### config.mk
export PLATFORM = sky130hd
export DESIGN_NAME = branch_feedback_queue_flat
export DESIGN_NICKNAME = d
export VERILOG_FILES = /design/src/rtl/mips_core_pkg.sv /design/src/rtl/branch_feedback_queue_if.sv /design/src/rtl/branch_feedback_queue.sv /design/src/flat_wrapper.sv
export SDC_FILE = /design/constraint.sdc
export NUM_CORES = 1
export LEC_CHECK = 0
export ABC_AREA = 1
export CORE_MARGIN = 2
export CORE_UTILIZATION = 49
export DETAILED_ROUTE_END_ITERATION = 16
export DONT_BUFFER_PORTS = 1
export GPL_TIMING_DRIVEN = 0
export HOLD_SLACK_MARGIN = 0.15
export SLEW_MARGIN = 0
export SYNTH_ARGS = -nofsm -noshare
export SYNTH_HDL_FRONTEND = slang
export SYNTH_SLANG_ARGS = --single-unit
### constraint.sdc
create_clock -name clk -period 6.5 [get_ports clk]
set_clock_uncertainty 0.05 [all_clocks]
set_input_delay 1.3 -clock clk [delete_from_list [all_inputs] [get_ports clk]]
set_output_delay 1.3 -clock clk [all_outputs]
set_load 0.01 [all_outputs]
### src/rtl/mips_core_pkg.sv
// Shared core types: branch outcome encoding and the default PC width macro.
`ifndef ADDR_WIDTH
`define ADDR_WIDTH 32
`endif

package mips_core_pkg;

  typedef enum logic {
    NOT_TAKEN = 1'b0,
    TAKEN     = 1'b1
  } BranchOutcome;

endpackage

### src/rtl/branch_feedback_queue_if.sv
// Bundle between fetch/EX (master) and the branch feedback queue (slave).
`ifndef ADDR_WIDTH
`define ADDR_WIDTH 32
`endif

interface branch_feedback_queue_if #(
  parameter int unsigned DEPTH      = 8,
  parameter int unsigned ADDR_WIDTH = `ADDR_WIDTH
);
  import mips_core_pkg::*;

  localparam int unsigned CNT_W = $clog2(DEPTH) + 1;

  logic                  i_push_valid;
  logic [ADDR_WIDTH-1:0] i_push_pc;
  BranchOutcome          i_push_prediction;
  logic                  o_push_ready;
  logic                  i_resolve_valid;
  logic [ADDR_WIDTH-1:0] i_resolve_pc;
  BranchOutcome          i_resolve_outcome;
  logic                  i_flush;
  logic                  o_fb_valid;
  logic [ADDR_WIDTH-1:0] o_fb_pc;
  BranchOutcome          o_fb_prediction;
  BranchOutcome          o_fb_outcome;
  logic                  o_fb_mispredict;
  logic [CNT_W-1:0]      o_count;
  logic                  o_empty;
  logic                  o_underflow;
  logic                  o_pc_mismatch;

  modport master (
    output i_push_valid, i_push_pc, i_push_prediction,
    output i_resolve_valid, i_resolve_pc, i_resolve_outcome, i_flush,
    input  o_push_ready, o_fb_valid, o_fb_pc, o_fb_prediction, o_fb_outcome,
    input  o_fb_mispredict, o_count, o_empty, o_underflow, o_pc_mismatch
  );

  modport slave (
    input  i_push_valid, i_push_pc, i_push_prediction,
    input  i_resolve_valid, i_resolve_pc, i_resolve_outcome, i_flush,
    output o_push_ready, o_fb_valid, o_fb_pc, o_fb_prediction, o_fb_outcome,
    output o_fb_mispredict, o_count, o_empty, o_underflow, o_pc_mismatch
  );

endinterface

### src/rtl/branch_feedback_queue.sv
// In-order queue of (pc, prediction) for predicted branches; pops on EX resolve
// and drives registered predictor feedback one cycle later.
// Optional macro BFQ_PC_CHECK_EN: cross-check resolve PC against the head entry
// and suppress training on a mismatch.
`ifndef ADDR_WIDTH
`define ADDR_WIDTH 32
`endif

module branch_feedback_queue #(
  parameter int unsigned DEPTH      = 8,
  parameter int unsigned ADDR_WIDTH = `ADDR_WIDTH
) (
  input  logic                    clk,
  input  logic                    rst_n,
  branch_feedback_queue_if.slave  bfq
);
  import mips_core_pkg::*;

  localparam int unsigned PTR_W = $clog2(DEPTH);
  localparam int unsigned CNT_W = PTR_W + 1;

  typedef struct packed {
    logic [ADDR_WIDTH-1:0] pc;
    BranchOutcome          prediction;
  } entry_t;

  entry_t           mem [DEPTH];
  entry_t           head;
  logic [PTR_W-1:0] wr_ptr;
  logic [PTR_W-1:0] rd_ptr;
  logic [PTR_W-1:0] rd_ptr_next;
  logic [CNT_W-1:0] count;
  logic             push_ok;
  logic             res_ok;
  logic             pc_bad;

  assign head         = mem[rd_ptr];
  assign bfq.o_count  = count;
  assign bfq.o_empty  = (count == '0);
  // Ready looks only at the registered count, never at a same-cycle pop.
  assign bfq.o_push_ready = (count != CNT_W'(DEPTH));

  assign push_ok     = bfq.i_push_valid && bfq.o_push_ready && !bfq.i_flush;
  assign res_ok      = bfq.i_resolve_valid && (count != '0);
  assign rd_ptr_next = rd_ptr + PTR_W'(res_ok);

`ifdef BFQ_PC_CHECK_EN
  assign pc_bad = res_ok && (bfq.i_resolve_pc != head.pc);
`else
  logic unused_resolve_pc;
  assign pc_bad            = 1'b0;
  assign unused_resolve_pc = ^bfq.i_resolve_pc;
`endif

  // Entry storage; contents need no reset.
  always_ff @(posedge clk) begin
    if (push_ok) begin
      mem[wr_ptr] <= '{pc: bfq.i_push_pc, prediction: bfq.i_push_prediction};
    end
  end

  // Pointers and occupancy; flush discards everything behind the popped head.
  always_ff @(posedge clk or negedge rst_n) begin
    if (!rst_n) begin
      wr_ptr <= '0;
      rd_ptr <= '0;
      count  <= '0;
    end else begin
      rd_ptr <= rd_ptr_next;
      if (bfq.i_flush) begin
        wr_ptr <= rd_ptr_next;
        count  <= '0;
      end else begin
        wr_ptr <= wr_ptr + PTR_W'(push_ok);
        count  <= count + CNT_W'(push_ok) - CNT_W'(res_ok);
      end
    end
  end

  // Registered feedback; fields hold their last values between pulses.
  always_ff @(posedge clk or negedge rst_n) begin
    if (!rst_n) begin
      bfq.o_fb_valid      <= 1'b0;
      bfq.o_fb_pc         <= '0;
      bfq.o_fb_prediction <= NOT_TAKEN;
      bfq.o_fb_outcome    <= NOT_TAKEN;
      bfq.o_fb_mispredict <= 1'b0;
      bfq.o_underflow     <= 1'b0;
      bfq.o_pc_mismatch   <= 1'b0;
    end else begin
      bfq.o_fb_valid    <= res_ok && !pc_bad;
      bfq.o_underflow   <= bfq.i_resolve_valid && (count == '0);
      bfq.o_pc_mismatch <= pc_bad;
      if (res_ok && !pc_bad) begin
        bfq.o_fb_pc         <= head.pc;
        bfq.o_fb_prediction <= head.prediction;
        bfq.o_fb_outcome    <= bfq.i_resolve_outcome;
        bfq.o_fb_mispredict <= (head.prediction != bfq.i_resolve_outcome);
      end
    end
  end

endmodule

### src/flat_wrapper.sv
// flat-port wrapper written by rule: the top's interface ports become plain ports
module branch_feedback_queue_flat import mips_core_pkg::*;
#(
  parameter int unsigned DEPTH      = 8,
  parameter int unsigned ADDR_WIDTH = `ADDR_WIDTH
)
  (clk, rst_n, bfq_i_push_valid, bfq_i_push_pc, bfq_i_push_prediction, bfq_i_resolve_valid, bfq_i_resolve_pc, bfq_i_resolve_outcome, bfq_i_flush, bfq_o_push_ready, bfq_o_fb_valid, bfq_o_fb_pc, bfq_o_fb_prediction, bfq_o_fb_outcome, bfq_o_fb_mispredict, bfq_o_count, bfq_o_empty, bfq_o_underflow, bfq_o_pc_mismatch);
  branch_feedback_queue_if #(.DEPTH(DEPTH), .ADDR_WIDTH(ADDR_WIDTH)) bfq_i ();
  input  logic clk;
  input  logic rst_n;
  input wire logic [$bits(bfq_i.i_push_valid)-1:0] bfq_i_push_valid;
  input wire logic [$bits(bfq_i.i_push_pc)-1:0] bfq_i_push_pc;
  input wire logic [$bits(bfq_i.i_push_prediction)-1:0] bfq_i_push_prediction;
  input wire logic [$bits(bfq_i.i_resolve_valid)-1:0] bfq_i_resolve_valid;
  input wire logic [$bits(bfq_i.i_resolve_pc)-1:0] bfq_i_resolve_pc;
  input wire logic [$bits(bfq_i.i_resolve_outcome)-1:0] bfq_i_resolve_outcome;
  input wire logic [$bits(bfq_i.i_flush)-1:0] bfq_i_flush;
  output wire logic [$bits(bfq_i.o_push_ready)-1:0] bfq_o_push_ready;
  output wire logic [$bits(bfq_i.o_fb_valid)-1:0] bfq_o_fb_valid;
  output wire logic [$bits(bfq_i.o_fb_pc)-1:0] bfq_o_fb_pc;
  output wire logic [$bits(bfq_i.o_fb_prediction)-1:0] bfq_o_fb_prediction;
  output wire logic [$bits(bfq_i.o_fb_outcome)-1:0] bfq_o_fb_outcome;
  output wire logic [$bits(bfq_i.o_fb_mispredict)-1:0] bfq_o_fb_mispredict;
  output wire logic [$bits(bfq_i.o_count)-1:0] bfq_o_count;
  output wire logic [$bits(bfq_i.o_empty)-1:0] bfq_o_empty;
  output wire logic [$bits(bfq_i.o_underflow)-1:0] bfq_o_underflow;
  output wire logic [$bits(bfq_i.o_pc_mismatch)-1:0] bfq_o_pc_mismatch;
  assign bfq_i.i_push_valid = bfq_i_push_valid;
  assign bfq_i.i_push_pc = bfq_i_push_pc;
  assign bfq_i.i_push_prediction = bfq_i_push_prediction;
  assign bfq_i.i_resolve_valid = bfq_i_resolve_valid;
  assign bfq_i.i_resolve_pc = bfq_i_resolve_pc;
  assign bfq_i.i_resolve_outcome = bfq_i_resolve_outcome;
  assign bfq_i.i_flush = bfq_i_flush;
  assign bfq_o_push_ready = bfq_i.o_push_ready;
  assign bfq_o_fb_valid = bfq_i.o_fb_valid;
  assign bfq_o_fb_pc = bfq_i.o_fb_pc;
  assign bfq_o_fb_prediction = bfq_i.o_fb_prediction;
  assign bfq_o_fb_outcome = bfq_i.o_fb_outcome;
  assign bfq_o_fb_mispredict = bfq_i.o_fb_mispredict;
  assign bfq_o_count = bfq_i.o_count;
  assign bfq_o_empty = bfq_i.o_empty;
  assign bfq_o_underflow = bfq_i.o_underflow;
  assign bfq_o_pc_mismatch = bfq_i.o_pc_mismatch;
  branch_feedback_queue #(.DEPTH(DEPTH), .ADDR_WIDTH(ADDR_WIDTH)) u_core (.clk(clk), .rst_n(rst_n), .bfq(bfq_i));
endmodule
Yosys cells after proc, flatten, opt, wreduce, memory -nomap -nowiden

Memory sizes are Yosys's and may differ from the RTL's.
Cells that the tools add are included.

Logic and storage cells: 27
RAM bits: 264
Register bits after elaboration: 47
Input bits: 71
Memories: 1

Memory list:

| name       | depth | width | read ports | clocked after Yosys merged registers in | write ports | line                        | source |
|---|---|---|---|---|---|---|---|
| u_core.mem | 8     | 33    | 1          | 0                                       | 1           | branch_feedback_queue.sv:27 | `entry_t mem [DEPTH];` |

Reductions and logical operators: 7
Add/sub/neg operators: 4
Multiplexer cells: 4
Equal/unequal tests: 2

Operators by type and width:

| kind               | count |
|---|---|
| $add 3x1->3        | 2 |
| $add 4x1->4        | 1 |
| $logic_and 1x1->1  | 4 |
| $logic_not 4->1    | 1 |
| $mux 4             | 1 |
| $ne 4x4->1 const B | 1 |
| $reduce_bool 4->1  | 1 |
| $sub 4x1->4        | 1 |
| $mux 3             | 1 |
| $mux 1             | 2 |
| $logic_not 1->1    | 1 |
| $ne 1x1->1         | 1 |

Depth between registers and ports, before layout

Gate-level depths: netlist of the first run.

Depth after elaboration: 6
Gate-level depth with buffers: 12

Least setup slack after synthesis of the first run

OpenSTA, ideal clock, no wires.

Path type: input to register
Start point: input bfq_i_flush
End point: memory u_core.mem[0][0] (netlist bit), enable pin
Path slack: 2.797 ns
Stages on the path: 4
Data arrival time: 3.230 ns
Required time: 6.027 ns
Setup time: 0.423 ns
Buffers on the path: 1
Path through: clkbuf_1 -> nor2_1 -> nand2_1 -> nor2_1

Cells in the longest elaborated chain, start to end: 4

Ends and longest elaborated chain:

| element                      | line                        | source |
|---|---|---|
| start, declared              | flat_wrapper.sv:17          | `input wire logic [$bits(bfq_i.i_flush)-1:0] bfq_i_flush;` |
| $logic_not 1->1              | branch_feedback_queue.sv:43 | `assign push_ok = bfq.i_push_valid && bfq.o_push_ready && !bfq.i_flush;` |
| $logic_and 1x1->1            | branch_feedback_queue.sv:43 |  |
| $mux 1                       | branch_feedback_queue.sv:57 | `if (push_ok) begin` |
| $mux 1 (implied by the code) | branch_feedback_queue.sv:58 | `mem[wr_ptr] <= '{pc: bfq.i_push_pc, prediction: bfq.i_push_prediction};` |
| end, declared                | branch_feedback_queue.sv:27 |  |

Every way passes these cells.

Worst setup path after layout of the first run

Start point: input bfq_i_flush
End point: memory u_core.mem[2][1] (netlist bit), enable pin

Same word-level chain as after synthesis.

==> results of run 1 <==
[cells in the mapped netlist, types with 3 or more instances]
library cell / n / area, um2
a21oi_1: 3 / 15.0
a21oi_2: 23 / 201
buf_2: 18 / 90.1
buf_4: 6 / 45.0
buf_6: 16 / 180
buf_8: 3 / 45.0
clkbuf_1: 9 / 33.8
clkbuf_2: 6 / 30.0
dfrtp_1: 47 / 1180
edfxtp_1: 264 / 7930
ha_1: 8 / 100
inv_1: 79 / 297
nand2_1: 124 / 465
nand3_1: 40 / 200
nor2_1: 99 / 372
o211ai_1: 50 / 375
o211ai_2: 46 / 576
o21ai_0: 61 / 305
o21ai_1: 39 / 195
xnor2_1: 3 / 26.3
[final timing paths]
kind	end	cells past startpoint
max	u_core.mem[2][1]$_DFFE_PP_	5
min in group clk	u_core.bfq.o_fb_pc[0]$_DFFE_PN0P_	2
min reg2reg	u_core.bfq.o_fb_pc[0]$_DFFE_PN0P_	2
min	u_core.bfq.o_count[3]$_DFF_PN0_	0
max reg2reg	u_core.mem[2][1]$_DFFE_PP_	8
max in group asynchronous	u_core.bfq.o_fb_pc[15]$_DFFE_PN0P_	0
[power breakdown]
part	switching (mW)	leakage, nW	internal, mW
clock	0.766	0.531	1.08
sequential	0.174	2.96	2.44
combinational	1.48	1.83	0.741
[cell families (layout without fill, tap and decap cells)]
kind of cell | count (synthesis) | after routing
AOI/OAI and AO/OA | 223 | 223
xor gates and xnor gates | 4 | 4
adders and majority gates | 9 | 9
buffers and inverters | 141 | 211
DFF | 311 | 311
other | 1 | 1
and+or+nand+nor | 264 | 264
[registers in the layout (all words and copies together) (netlist names), 3 cells and up]
signal,count
u_core.bfq.o_count,4
u_core.bfq.o_fb_pc,32
u_core.rd_ptr,3
u_core.wr_ptr,3
u_core.mem,264
[routing by layer]
| metal | global-route usage | share of wire | vias up |
|---|---|---|---|
| met4 | 0.0751 | 0.021 | 0 |
| li1 | - | - | 3494 |
| met1 | 0.312 | 0.43 | 3750 |
| met2 | 0.382 | 0.48 | 280 |
| met3 | 0.0450 | 0.072 | 50 |
| met5 | 0 | 0 | - |
[worst max-delay path: stages]
cell	delay [ns]
clkbuf_1	0.21
nor2_1	0.33
nand2_1	0.30
nor2_4	0.65
buf_16	0.25
[per-stage QoR]
| step | instance area [um2] | hold slack, ns |
|---|---|---|
| 2_1_floorplan | 12700 | 0.464 |
| 3_5_place_dp | 13400 | 0.484 |
| 5_1_grt | 14500 | 0.408 |
| 6_report | 14500 | 0.430 |
| 3_3_place_gp | 13200 | 0.482 |
| 4_1_cts | 14500 | 0.415 |
[area by class of cell]
class | instances | area (um2)
fillers | 2072 | 11300
flip-flops and latches | 311 | 9100
multi-input cells | 501 | 2940
clock buffers | 47 | 1000
plain buffers | 59 | 444
well taps | 335 | 419
inverters | 82 | 310
repair buffers | 8 | 168
clock inverters | 15 | 72.6
==> results.ini, run 1 <==
[synthesis]
synthArstFlopShare=0.151
synthCells=953
synth_edf_count=264
synth_xor_area_frac=0.00275
ys_ff_latch=311
synthFlopType=edfxtp_1
muxShareOfSynthArea=0
ys_warn_count=0
syn_area_um2=12700
synth-compound-area-share=0.132
synth_fa_ha_area_frac=0.00943
synthesis.nets=1033
yosysSeqAreaShare=0.715
avgSynthCellArea_um2=13.4
synth_top_family_by_area=compound AO/OA/AOI/OAI gates
ys_types=28
synth_simple_gate_area_frac=0.0819

[timing]
rsz0062_at_grt=no
finalHoldViolCount=0
setup-violations-final=0
slew_viol_final=0
worstMarginPinSlew_ns=0.766
maxSlewHeadroom=0.490
max_freq_mhz=342
finalCritPeriodShare=0.450
setup_tns_ns=0
final.min_clock_period_ns=2.92
timing.final.ws_setup_ns=3.58

[layout]
instances_no_fill=1358
layout_common_cells=edfxtp_1 (264), nand2_1 (124), nor2_1 (91), inv_1 (79), o21ai_0 (61)
antennaDiodeCount=0
fin_util=0.561
area_growth_pct=13.5
final_common_cell=edfxtp_1
layout-drive-gt1-share=0.183
fin_nets=1078

[worst_setup_path]
r2r_start=u_core.bfq.o_count[2]$_DFF_PN0_
end_kind=flop
startpoint_type=input port
rrSetupSlack_ns=3.73
path_class=in2reg
cp_data_arrival_time_ns=3.07
cp_max_fo=17
worstPathRequired_ns=6.65
crit_path_start=bfq_i_flush

[cts]
cts_htree_levels=2
cts_buffers=35
hold_buffers=0
cts_resized=0
clock_latency_ns=0.51
path_clk_slew_ns=0.06
cts_post_setup_buffers_inserted=0
root_buffer=clkbuf_16
cts_tree=built
clock_sink_count=311
max-clock-path-buffers=3

[power]
ir_drop_uv=248
finalPower_mw=6.68
p_leak_nw=5.32
p_per_area_nw_per_um2=462

[global_routing]
track_usage=0.232
grt_max_degree=48
grt_overflow_total=0
antenna_found_initial=0
grt_pass1_wl_mm=45.5
grt_pass1_vias=7515

[flow_run]
maxCapViolCount=0

[die]
dieArea_um2=27300
start_util=0.494
core_area_um2=25800
num_rows=59
ios=115
dieHeight_um=165
die_x_um=165

[routing]
routed_via_density=5.58
wl_per_cell_um=22.6
drt-initial-drc-count=612
drcViolationCount=0
firstDrtPassIters=5
vias=7574
routed_wl_mm=30.7
ant_nets=0

[place]
post-dp-hpwl_mm=18.8
io_buffers=0
dp_cells=1296
pre_cts_slack_ns=2.98
gp_congestion=0.744

[outcome]
outcome=complete, no violations

[hold_path]
min_path_type=in2async

Note: power is estimated with default switching activity, not from simulation.
==> run 2: changes to the inputs <==
PLACE_DENSITY = 0.66   (was default)
clock period = 2.66 ns   (was 6.5 ns; I/O delays follow)
==> run 2 against run 1 <==
Effect of this change:
- first-iteration DRC count grew 17%
- sequential share of layout area shrank 2.3 points
- combinational power grew to 2.5 times the previous value
- via count grew 2.6%
- power grew 150%
- wire length grew 0.61%
- largest power group unchanged
==> results.ini, run 2 (synthesized netlist as in run 1, its figures left out) <==
[power]
p_leak_nw=5.55
p_per_area_nw_per_um2=1110
ir_drop_uv=585

[cts]
cts_resized=0
cts_tree=built
root_buffer=clkbuf_16
clock_sink_count=311
cts_htree_levels=2
path_clk_slew_ns=0.05
clock_latency_ns=0.50
max-clock-path-buffers=3
cts_buffers=34

[place]
gp_congestion=0.778
post-dp-hpwl_mm=18.7
pre_cts_slack_ns=-0.0834
io_buffers=0
dp_cells=1296
place_area_um2=13400

[routing]
firstDrtPassIters=5
wl_per_cell_um=22.0
ant_nets=0
drt-initial-drc-count=715
routed_wl_mm=30.9
vias=7768
drcViolationCount=0
routed_via_density=5.53

[worst_setup_path]
cp_data_arrival_time_ns=2.73
rrSetupSlack_ns=0.25
path_class=reg2reg
worst-r2r-cell-count=11
cp_max_fo=10
startpoint_type=flop
rr_endpoint=u_core.bfq.o_count[2]$_DFF_PN0_
worstPathRequired_ns=2.98
end_kind=flop
r2r_start=u_core.bfq.o_count[2]$_DFF_PN0_

[layout]
layout_common_cells=edfxtp_1 (264), nand2_1 (124), nor2_1 (91), inv_1 (79), o21ai_0 (61)
fin_nets=1121
final_common_cell=edfxtp_1
area_growth_pct=17.8
layout-drive-gt1-share=0.185
regMostFlops=u_core.mem
fillCellCount=2070
largest_reg_flops=264
instances_no_fill=1404
ff_latch_area_um2=9100
multi_input_area_um2=2940
stdcell_area_um2=15000
fin_util=0.582

[die]
die_x_um=165
num_rows=59
core_area_um2=25800
dieArea_um2=27300
dieHeight_um=165
start_util=0.494
ios=115

[hold_path]
whs_path_depth=2
min_to=u_core.bfq.o_fb_outcome$_DFFE_PN0P_
min_path_type=in2reg
hp-start=bfq_i_resolve_outcome

[global_routing]
met3_usage=0.0402
grt_util_met1=0.313
grt_max_degree=48
grt_most_used_layer=met2
grt_pass1_wl_mm=46.5
grt_overflow_total=0
grt_pass1_vias=7742
track_usage=0.235
grtUsageMet2=0.397
antenna_found_initial=3

[timing]
setup_tns_ns=0
worstMarginPinSlew_ns=0.782
finalCritPeriodShare=0.906
setup-violations-final=0
maxSlewHeadroom=0.478
slew_viol_final=0
finalHoldViolCount=0
final.min_clock_period_ns=2.41
rsz0062_at_grt=no
timing.final.ws_setup_ns=0.249
max_freq_mhz=415

[outcome]
outcome=complete, no violations

[flow_run]
maxCapViolCount=0

-- run 2: cell types whose count changed in the layout (fill, tap and decap cells not counted), sizes merged --
cell         previous run  this run
clkinv                 13        11
dlygate4sd3             0        35
buf                    52        61
diode                   0         2
bufinv                  0         2
-- run 2: area by class of cell --
type / count / area share
inverter: 82 / 0.0207
buffer: 59 / 0.0296
multi-input combinational: 501 / 0.196
sequential: 311 / 0.607
clock inverter: 15 / 0.00843
antenna: 2 / 0.000334
tap: 335 / 0.0279
timing repair buffer: 52 / 0.0445
clock buffer: 47 / 0.0656
-- run 2: how the worst max path moves through the flow --
stage	start	endpoint	slack (ns)
floorplan	u_core.bfq.o_count[2]$_DFF_PN0_	u_core.mem[0][0]$_DFFE_PP_	-0.38
global placement	u_core.bfq.o_count[2]$_DFF_PN0_	u_core.mem[3][12]$_DFFE_PP_	-2.13
detailed placement	u_core.bfq.o_count[2]$_DFF_PN0_	u_core.mem[5][8]$_DFFE_PP_	-0.08
CTS	u_core.bfq.o_count[2]$_DFF_PN0_	u_core.mem[2][18]$_DFFE_PP_	0.05
global route	u_core.bfq.o_count[2]$_DFF_PN0_	u_core.bfq.o_count[2]$_DFF_PN0_	0.03
finish	u_core.bfq.o_count[2]$_DFF_PN0_	u_core.bfq.o_count[2]$_DFF_PN0_	0.25
-- run 2: routing by layer --
metal / share of wire / wire [um] / vias up
li1: - / - / 3577
met1: 0.42 / 13100 / 3830
met2: 0.49 / 15100 / 302
met3: 0.067 / 2070 / 57
met4: 0.021 / 662 / 2
met5: 0.00042 / 13 / -
-- run 2: worst max-delay path: stages (launching register included) --
cell	delay [ns]
dfrtp_1	0.41
inv_1	0.12
ha_1	0.16
nand3_1	0.13
nand2_1	0.17
inv_2	0.14
nand2_1	0.14
o21ai_0	0.10
ha_1	0.24
fa_1	0.43
xnor2_1	0.15
nor2_1	0.05
-- run 2: repair_timing --
action	4_1_cts	5_1_grt
endpoints found under the setup margin	83	70
buffers inserted	5	3
hold endpoints to repair	312	0
hold buffers	36	0
pin swaps	5	3
-- run 2: per-stage QoR --
step / power (mW) / hold slack (ns)
after floorplan: 10.2 / 0.186
after CTS: 16.7 / 0.173
after detailed placement: 11.9 / 0.187
after global placement: 11.7 / 0.187
after global routing: 17.5 / 0.193
final: 16.6 / 0.185
-- run 2: where the power goes --
group	switching [mW]	total (mW)	internal (mW)
registers	0.429	6.40	5.97
clock network	1.85	4.64	2.79
logic	3.70	5.59	1.89
total	5.98	16.6	10.6
